===== src/rtl/serial_transmitter_if.sv =====
// Handshake plus serial link signals between the word source, the transmitter and the
// downstream deserialiser.
interface serial_transmitter_if #(
  parameter int WIDTH = 3
);
  logic [WIDTH-1:0] data_in;
  logic             load_valid;
  logic             load_ready;
  logic             ser_out;
  logic             ser_clk;
  logic             frame_done;
  logic             busy;

  modport master (
    output data_in, load_valid,
    input  load_ready, ser_out, ser_clk, frame_done, busy
  );

  modport slave (
    input  data_in, load_valid,
    output load_ready, ser_out, ser_clk, frame_done, busy
  );
endinterface


===== src/rtl/serial_transmitter.sv =====
// Parallel-to-serial transmitter: takes a WIDTH-bit word on a valid/ready handshake and
// shifts it out MSB first with a self-generated bit clock, then idles GAP_CYCLES cycles.
module serial_transmitter #(
  parameter int WIDTH      = 3,
  parameter int HALF_DIV   = 2,
  parameter int GAP_CYCLES = 4
) (
  input  logic                clk,
  input  logic                rst,
  serial_transmitter_if.slave tx
);

  localparam int DIV_W = $clog2(2 * HALF_DIV);
  localparam int BIT_W = $clog2(WIDTH + 1);
  localparam int GAP_W = (GAP_CYCLES > 0) ? $clog2(GAP_CYCLES + 1) : 1;

  localparam logic [DIV_W-1:0] DIV_LAST = DIV_W'(2 * HALF_DIV - 1);
  localparam logic [DIV_W-1:0] DIV_FALL = DIV_W'(HALF_DIV - 1);
  localparam logic [BIT_W-1:0] BIT_LAST = BIT_W'(WIDTH - 1);
  localparam logic [GAP_W-1:0] GAP_LAST = GAP_W'((GAP_CYCLES > 0) ? GAP_CYCLES - 1 : 0);

  typedef enum logic [1:0] {
    S_IDLE,
    S_SHIFT,
    S_GAP
  } state_t;

  state_t           state_q;
  logic [WIDTH-1:0] shreg_q;
  logic [WIDTH-1:0] shreg_d;
  logic [DIV_W-1:0] div_cnt_q;
  logic [BIT_W-1:0] bit_cnt_q;
  logic [GAP_W-1:0] gap_cnt_q;
  logic             ser_clk_q;
  logic             frame_done_q;
  logic             busy_q;
  logic             load_ready_q;

  assign shreg_d = shreg_q << 1;

  // The MSB of the shift register is the serial data flop itself; clearing the
  // register at end of frame returns the line to 0.
  assign tx.ser_out    = shreg_q[WIDTH-1];
  assign tx.ser_clk    = ser_clk_q;
  assign tx.frame_done = frame_done_q;
  assign tx.busy       = busy_q;
  assign tx.load_ready = load_ready_q;

  always_ff @(posedge clk or posedge rst) begin
    if (rst) begin
      state_q      <= S_IDLE;
      shreg_q      <= '0;
      div_cnt_q    <= '0;
      bit_cnt_q    <= '0;
      gap_cnt_q    <= '0;
      ser_clk_q    <= 1'b0;
      frame_done_q <= 1'b0;
      busy_q       <= 1'b0;
      load_ready_q <= 1'b1;
    end else begin
      frame_done_q <= 1'b0;
      case (state_q)
        S_IDLE: begin
          if (tx.load_valid && load_ready_q) begin
            shreg_q      <= tx.data_in;
            ser_clk_q    <= 1'b1;
            div_cnt_q    <= '0;
            bit_cnt_q    <= '0;
            load_ready_q <= 1'b0;
            busy_q       <= 1'b1;
            state_q      <= S_SHIFT;
          end
        end
        S_SHIFT: begin
          if (div_cnt_q == DIV_LAST) begin
            div_cnt_q <= '0;
            if (bit_cnt_q != BIT_LAST) begin
              shreg_q   <= shreg_d;
              ser_clk_q <= 1'b1;
              bit_cnt_q <= bit_cnt_q + BIT_W'(1);
            end else begin
              shreg_q      <= '0;
              ser_clk_q    <= 1'b0;
              frame_done_q <= 1'b1;
              gap_cnt_q    <= '0;
              if (GAP_CYCLES == 0) begin
                load_ready_q <= 1'b1;
                busy_q       <= 1'b0;
                state_q      <= S_IDLE;
              end else begin
                state_q <= S_GAP;
              end
            end
          end else begin
            div_cnt_q <= div_cnt_q + DIV_W'(1);
            // Single falling edge in the middle of the bit, data held across it.
            if (div_cnt_q == DIV_FALL) begin
              ser_clk_q <= 1'b0;
            end
          end
        end
        S_GAP: begin
          if (gap_cnt_q == GAP_LAST) begin
            load_ready_q <= 1'b1;
            busy_q       <= 1'b0;
            state_q      <= S_IDLE;
          end else begin
            gap_cnt_q <= gap_cnt_q + GAP_W'(1);
          end
        end
        default: state_q <= S_IDLE;
      endcase
    end
  end

endmodule


===== src/flat_wrapper.sv =====
// flat-port wrapper written by rule: the top's interface ports become plain ports
module serial_transmitter_flat 
#(
  parameter int WIDTH      = 3,
  parameter int HALF_DIV   = 2,
  parameter int GAP_CYCLES = 4
)
  (clk, rst, tx_data_in, tx_load_valid, tx_load_ready, tx_ser_out, tx_ser_clk, tx_frame_done, tx_busy);
  serial_transmitter_if #(.WIDTH(WIDTH)) tx_i ();
  input  logic clk;
  input  logic rst;
  input wire logic [$bits(tx_i.data_in)-1:0] tx_data_in;
  input wire logic [$bits(tx_i.load_valid)-1:0] tx_load_valid;
  output wire logic [$bits(tx_i.load_ready)-1:0] tx_load_ready;
  output wire logic [$bits(tx_i.ser_out)-1:0] tx_ser_out;
  output wire logic [$bits(tx_i.ser_clk)-1:0] tx_ser_clk;
  output wire logic [$bits(tx_i.frame_done)-1:0] tx_frame_done;
  output wire logic [$bits(tx_i.busy)-1:0] tx_busy;
  assign tx_i.data_in = tx_data_in;
  assign tx_i.load_valid = tx_load_valid;
  assign tx_load_ready = tx_i.load_ready;
  assign tx_ser_out = tx_i.ser_out;
  assign tx_ser_clk = tx_i.ser_clk;
  assign tx_frame_done = tx_i.frame_done;
  assign tx_busy = tx_i.busy;
  serial_transmitter #(.WIDTH(WIDTH), .HALF_DIV(HALF_DIV), .GAP_CYCLES(GAP_CYCLES)) u_core (.clk(clk), .rst(rst), .tx(tx_i));
endmodule

===== config.mk =====
export PLATFORM = sky130hd
export DESIGN_NAME = serial_transmitter_flat
export DESIGN_NICKNAME = d
export VERILOG_FILES = /design/src/rtl/serial_transmitter_if.sv /design/src/rtl/serial_transmitter.sv /design/src/flat_wrapper.sv
export SDC_FILE = /design/constraint.sdc
export NUM_CORES = 1
export LEC_CHECK = 0
export ABC_CLOCK_PERIOD_IN_PS = 4460
export CAP_MARGIN = 15
export CORE_UTILIZATION = 55
export DETAILED_ROUTE_END_ITERATION = 10
export DONT_BUFFER_PORTS = 1
export HOLD_SLACK_MARGIN = 0.12
export PLACE_DENSITY = 0.7
export SYNTH_ARGS = -nofsm -noshare
export SYNTH_HDL_FRONTEND = slang
export SYNTH_SLANG_ARGS = --single-unit

===== constraint.sdc =====
create_clock -name clk -period 4.46 [get_ports clk]
set_input_delay 0.669 -clock clk [delete_from_list [all_inputs] [get_ports clk]]
set_output_delay 0.669 -clock clk [all_outputs]
set_load 0.01 [all_outputs]

# After elaboration in Yosys (flattened, before gate mapping)
# Cells that the tools add are included.
dict set report totals {
  elab_cells 69
  output_inout_bits 5
  inputBits 6
  regBits 16
}
dict set report classes {
  n_reduce_logical 12
  eq_ne 13
  addsub 3
  n_mux 32
}
# operator n
set op_table {}
lappend op_table {{$mux 3} 6}
lappend op_table {{$mux 2} 8}
lappend op_table {{$pmux 3 s2} 2}
lappend op_table {{$reduce_and 4->1} 3}
lappend op_table {{$mux 1} 10}
lappend op_table {{$reduce_and 3->1} 3}
lappend op_table {{$ne 2x1->1 const B} 4}
lappend op_table {{$pmux 2 s2} 2}
lappend op_table {{$ne 2x2->1 const B} 3}
lappend op_table {{$pmux 1 s2} 3}
lappend op_table {{$pmux 2 s3} 1}
lappend op_table {{$reduce_bool 2->1} 3}
lappend op_table {{$add 2x1->2 const B} 2}
lappend op_table {{$eq 2x1->1 const B} 2}
lappend op_table {{$eq 2x2->1 const B} 2}
lappend op_table {{$add 3x1->3 const B} 1}
lappend op_table {{$eq 3x2->1 const B} 1}
lappend op_table {{$ne 3x1->1 const B} 1}
lappend op_table {{$logic_not 2->1} 1}
lappend op_table {{$reduce_and 2->1} 1}
lappend op_table {{$logic_and 1x1->1} 1}

# Logic depth before layout (Yosys ltp)
dict set report logic_depth {
  word_depth 4
  depth_mapped 5
  ltp_nobuf 5
}

# Worst setup path after synthesis
# Ideal clock, no wire load.
dict set report synth_path {
  kind {reg-to-reg}
  startpoint {reg u_core.gap_cnt_q[0]}
  endpoint {reg u_core.gap_cnt_q[2]}
  setup_slack_ns 2.983
  setup_time_ns 0.125
  required_time_ns 4.335
  stages_incl_launch_ff 5
  synth_period_minus_slack_ns 1.477
  arrival_ns 1.352
  path_buffers 0
  path_cell_list {dfrtp_1 > ha_1 > ha_1 > o22ai_2 > mux2_2}
}
dict set report synth_via {
  elab_chain_len 3
  word_cells_on_any_way 6
  classes_between {1 x add/sub; 2 x eq/ne; 2 x mux; 1 x reduce/logical}
}
# item line
set synth_lines {}
lappend synth_lines {{start: declaration} serial_transmitter.sv:33} ;# logic [GAP_W-1:0] gap_cnt_q;
lappend synth_lines {{start signal: assignment} serial_transmitter.sv:108} ;# gap_cnt_q <= gap_cnt_q + GAP_W'(1);
lappend synth_lines {{$add 3x1->3 / $eq 3x2->1 (equally long branches)} {serial_transmitter.sv:108, serial_transmitter.sv:103}}
lappend synth_lines {{$mux 3 / $ne 2x2->1 (equally long branches)} n/a}
lappend synth_lines {{$pmux 3 s2 / $reduce_and 4->1 (equally long branches)} n/a}
# Several ways; a longest one is shown, not always the timed one. The select of a mux whose other input is x is not followed.
# A chain may end at the register's enable or synchronous reset.

# Worst setup path in the final report
# Ends and elaborated chain as after synthesis.

==> impl_metrics.ini <==
[outcome]
status = completed

[die]
io-pin-count = 11
start_util_pct = 58.57
design.core.area_mm2 = 0.001489
die_h_um = 41.82
num_rows = 14
dieArea_mm2 = 0.001749
die_w_um = 41.82

[hold_path]
hp-class = in2async

[setup_path]
cpPeakStageDelay_ns = 0.40
crit_chain = ha_1 -> ha_1 -> o22ai_2 -> mux2_2
reg2reg_depth = 4
crit_end = u_core.gap_cnt_q[2]
cp_max_fo = 4
end_kind = flip-flop
path_buf_inv = 0
crit_family = adder cells
rr_endpoint = u_core.gap_cnt_q[2]
crit_cells = 4
startpoint = u_core.gap_cnt_q[0]
critical_path_class = reg2reg
worst_path_most_repeated_cell = ha_1
crit_arrival_ns = 1.76
startpoint_type = flip-flop
crit_required_ns = 4.65
r2r_start = u_core.gap_cnt_q[0]
reg2reg_slack_ns = 2.88
slowest_stage = dfrtp_1

[grt]
grt_pass1_wl_mm = 2.311
first_global_vias = 525
grt_max_degree = 17
antenna_found_initial = 0
grt_usage_pct = 18.08
grt_overflow_total = 0

[timing]
fin_crit_sh_pct = 35.40
setup_viol = 0
max_freq_mhz = 633.4
relSlewSlack_pct = 60.31
rsz0062_at_grt = no
fin_skew_ns = 0.001898
setup_ws_ns = 2.881
tightest_slew_ns = 0.5948
finalSetupTns_ns = 0
slew_viol_final = 0
period_needed_ns = 1.579
hold_viol_final = 0

[clock_network]
clock_path_buffers = 2
clkTransAtPathRegs_ns = 0.09
clk_latency_ns = 0.29
cts_setup_buffers = 0
ctsResizeCount = 0
clock-sinks = 16
cts_tree = built
htreeDepth = 1
hold_buffers = 0
cts_root_buf = clkbuf_4
cts-buffers-inserted = 3

[yosys]
ys_seq_elements = 16
synth_fp_nets = 92
synthesis.area_um2 = 872.1
syn_avg_cell_area_um2 = 11.04
synthCells = 79
ys_seq_area_share_pct = 46.05
yosysWarnings = 0
yosysUniqueCellTypes = 27

[finish]
antennaDiodeCount = 0
stdcell_count = 97
area_growth_pct = 4.304
design_area_um2 = 909.6
fin_nets = 95
fillers = 121
drive_gt1_share_pct = 16.05

[place]
hpwl_um = 969.9
pre_cts_slack_ns = 2.890
placed_area_um2 = 873.3
gp_congestion = 0.7578
dp.cells = 93
portBuffers = 0

[routing]
route.met2.wl_um = 619
postRouteAntennaNets = 0
dr.max_layer_used = met4
drt-initial-drc-count = 11
drtPass1Iterations = 4
vias = 552
viasPerCell = 5.691
drt_wl_total_mm = 1.351
route.met3.wl_um = 32
drc = 0
wl_per_cell_um = 13.93
drt-met1-wl_um = 661

[power]
max-vdd-ir-drop_v = 0.0003007
leakagePower_uw = 0.0004203
p_per_area_mw_per_mm2 = 590.2

[flow_run]
drv_cap = 0
logic make-up (layout without fill, tap and decap cells):
logic type	count (synthesis)	after routing	share of synthesized area, %
buffers and inverters	10	12	5.596
DFF	16	16	46.06
and+or+nand+nor	22	22	15.21
adders and majority gates	7	7	10.04
AOI/OAI and AO/OA	17	17	12.48
muxes	7	7	10.62
worst min-delay path by stage:
stage / from / to / slack, ns / cells past startpoint
floorplan: u_core.gap_cnt_q[0] / u_core.gap_cnt_q[0] / 0.46 / 1
global placement: u_core.gap_cnt_q[0] / u_core.gap_cnt_q[0] / 0.47 / 1
detailed placement: u_core.gap_cnt_q[0] / u_core.gap_cnt_q[0] / 0.48 / 1
CTS: rst / u_core.gap_cnt_q[0] / 0.33 / 1
global route: rst / u_core.gap_cnt_q[2] / 0.36 / 1
finish: rst / u_core.state_q[0] / 0.32 / 1
cells in the final DEF, fill, tap and decap left out:
cell type  count
mux2i_1        1
o32a_1         1
inv_1          8
a21oi_1        3
nand2b_1       3
dfstp_2        1
o21ai_0        7
mux2_1         1
nand2_1        4
nor2_1         3
nand4bb_1      2
o22ai_2        1
mux2_2         1
nor2b_4        1
ha_1           7
nor2b_1        3
dfrtp_1       15
nand3_1        4
o21ai_2        1
o22ai_1        1
and3_1         2
a31oi_1        1
mux2_4         4
o31ai_1        1
clkbuf_4       3
a211oi_1       1
clkbuf_8       1
synthesized netlist by cell type:
cell | number | area share [%]
a211oi_1 | 1 | 0.86
a21oi_1 | 3 | 1.7
a31oi_1 | 1 | 0.72
and3_1 | 2 | 1.4
buf_4 | 1 | 0.86
buf_6 | 1 | 1.3
dfrtp_1 | 15 | 43
dfstp_2 | 1 | 3.0
ha_1 | 7 | 10
inv_1 | 8 | 3.4
mux2_1 | 1 | 1.3
mux2_2 | 1 | 1.3
mux2_4 | 4 | 6.9
mux2i_1 | 1 | 1.1
nand2_1 | 4 | 1.7
nand2b_1 | 3 | 2.2
nand3_1 | 4 | 2.3
nand4bb_1 | 2 | 2.6
nor2_1 | 3 | 1.3
nor2b_1 | 3 | 2.2
nor2b_4 | 1 | 1.6
o21ai_0 | 7 | 4.0
o21ai_2 | 1 | 1.0
o22ai_1 | 1 | 0.72
o22ai_2 | 1 | 1.4
o31ai_1 | 1 | 0.86
o32a_1 | 1 | 1.1
per-stage QoR:
| step | hold WS (ns) | total power (uW) | utilization (%) |
|---|---|---|---|
| 2_1_floorplan | 0.4569 | 411.7 | - |
| 3_5_place_dp | 0.4764 | 442.8 | 58.66 |
| 4_1_cts | 0.3339 | 542.6 | 61.09 |
| 6_report | 0.3183 | 536.8 | 61.09 |
| 5_1_grt | 0.3613 | 583.7 | 61.09 |
| 3_3_place_gp | 0.4738 | 437.1 | 58.66 |
per-layer routing:
layer / GRT usage [%] / vias to the layer above
li1: - / 280
met1: 22.92 / 260
met2: 27.50 / 7
met3: 4.348 / 5
met4: 11.61 / 0
met5: 0 / -
cell type report:
type	count	area, um^2	share of cell area (%)
multi-input cells	53	421.7	46.35
flip-flops and latches	16	401.6	44.15
clock buffers	4	36.28	3.989
well taps	16	20.02	2.201
inverters	8	30.03	3.301
where the power goes:
group / internal [uW] / switching (uW) / total [uW]
clock network: 49.8 / 47.4 / 97.2
registers: 195 / 53.9 / 249
logic: 99.5 / 91.0 / 190
state kept, by name, summed over array words and instances, names as in the netlist:
| signal | flops |
|---|---|
| u_core.state_q | 2 |
| u_core.shreg_q | 3 |
| u_core.tx.busy | 1 |
| u_core.tx.ser_clk | 1 |
| u_core.gap_cnt_q | 3 |
| u_core.tx.frame_done | 1 |
| u_core.tx.load_ready | 1 |
| u_core.div_cnt_q | 2 |
| u_core.bit_cnt_q | 2 |
Note: power is estimated with default switching activity, not from simulation.
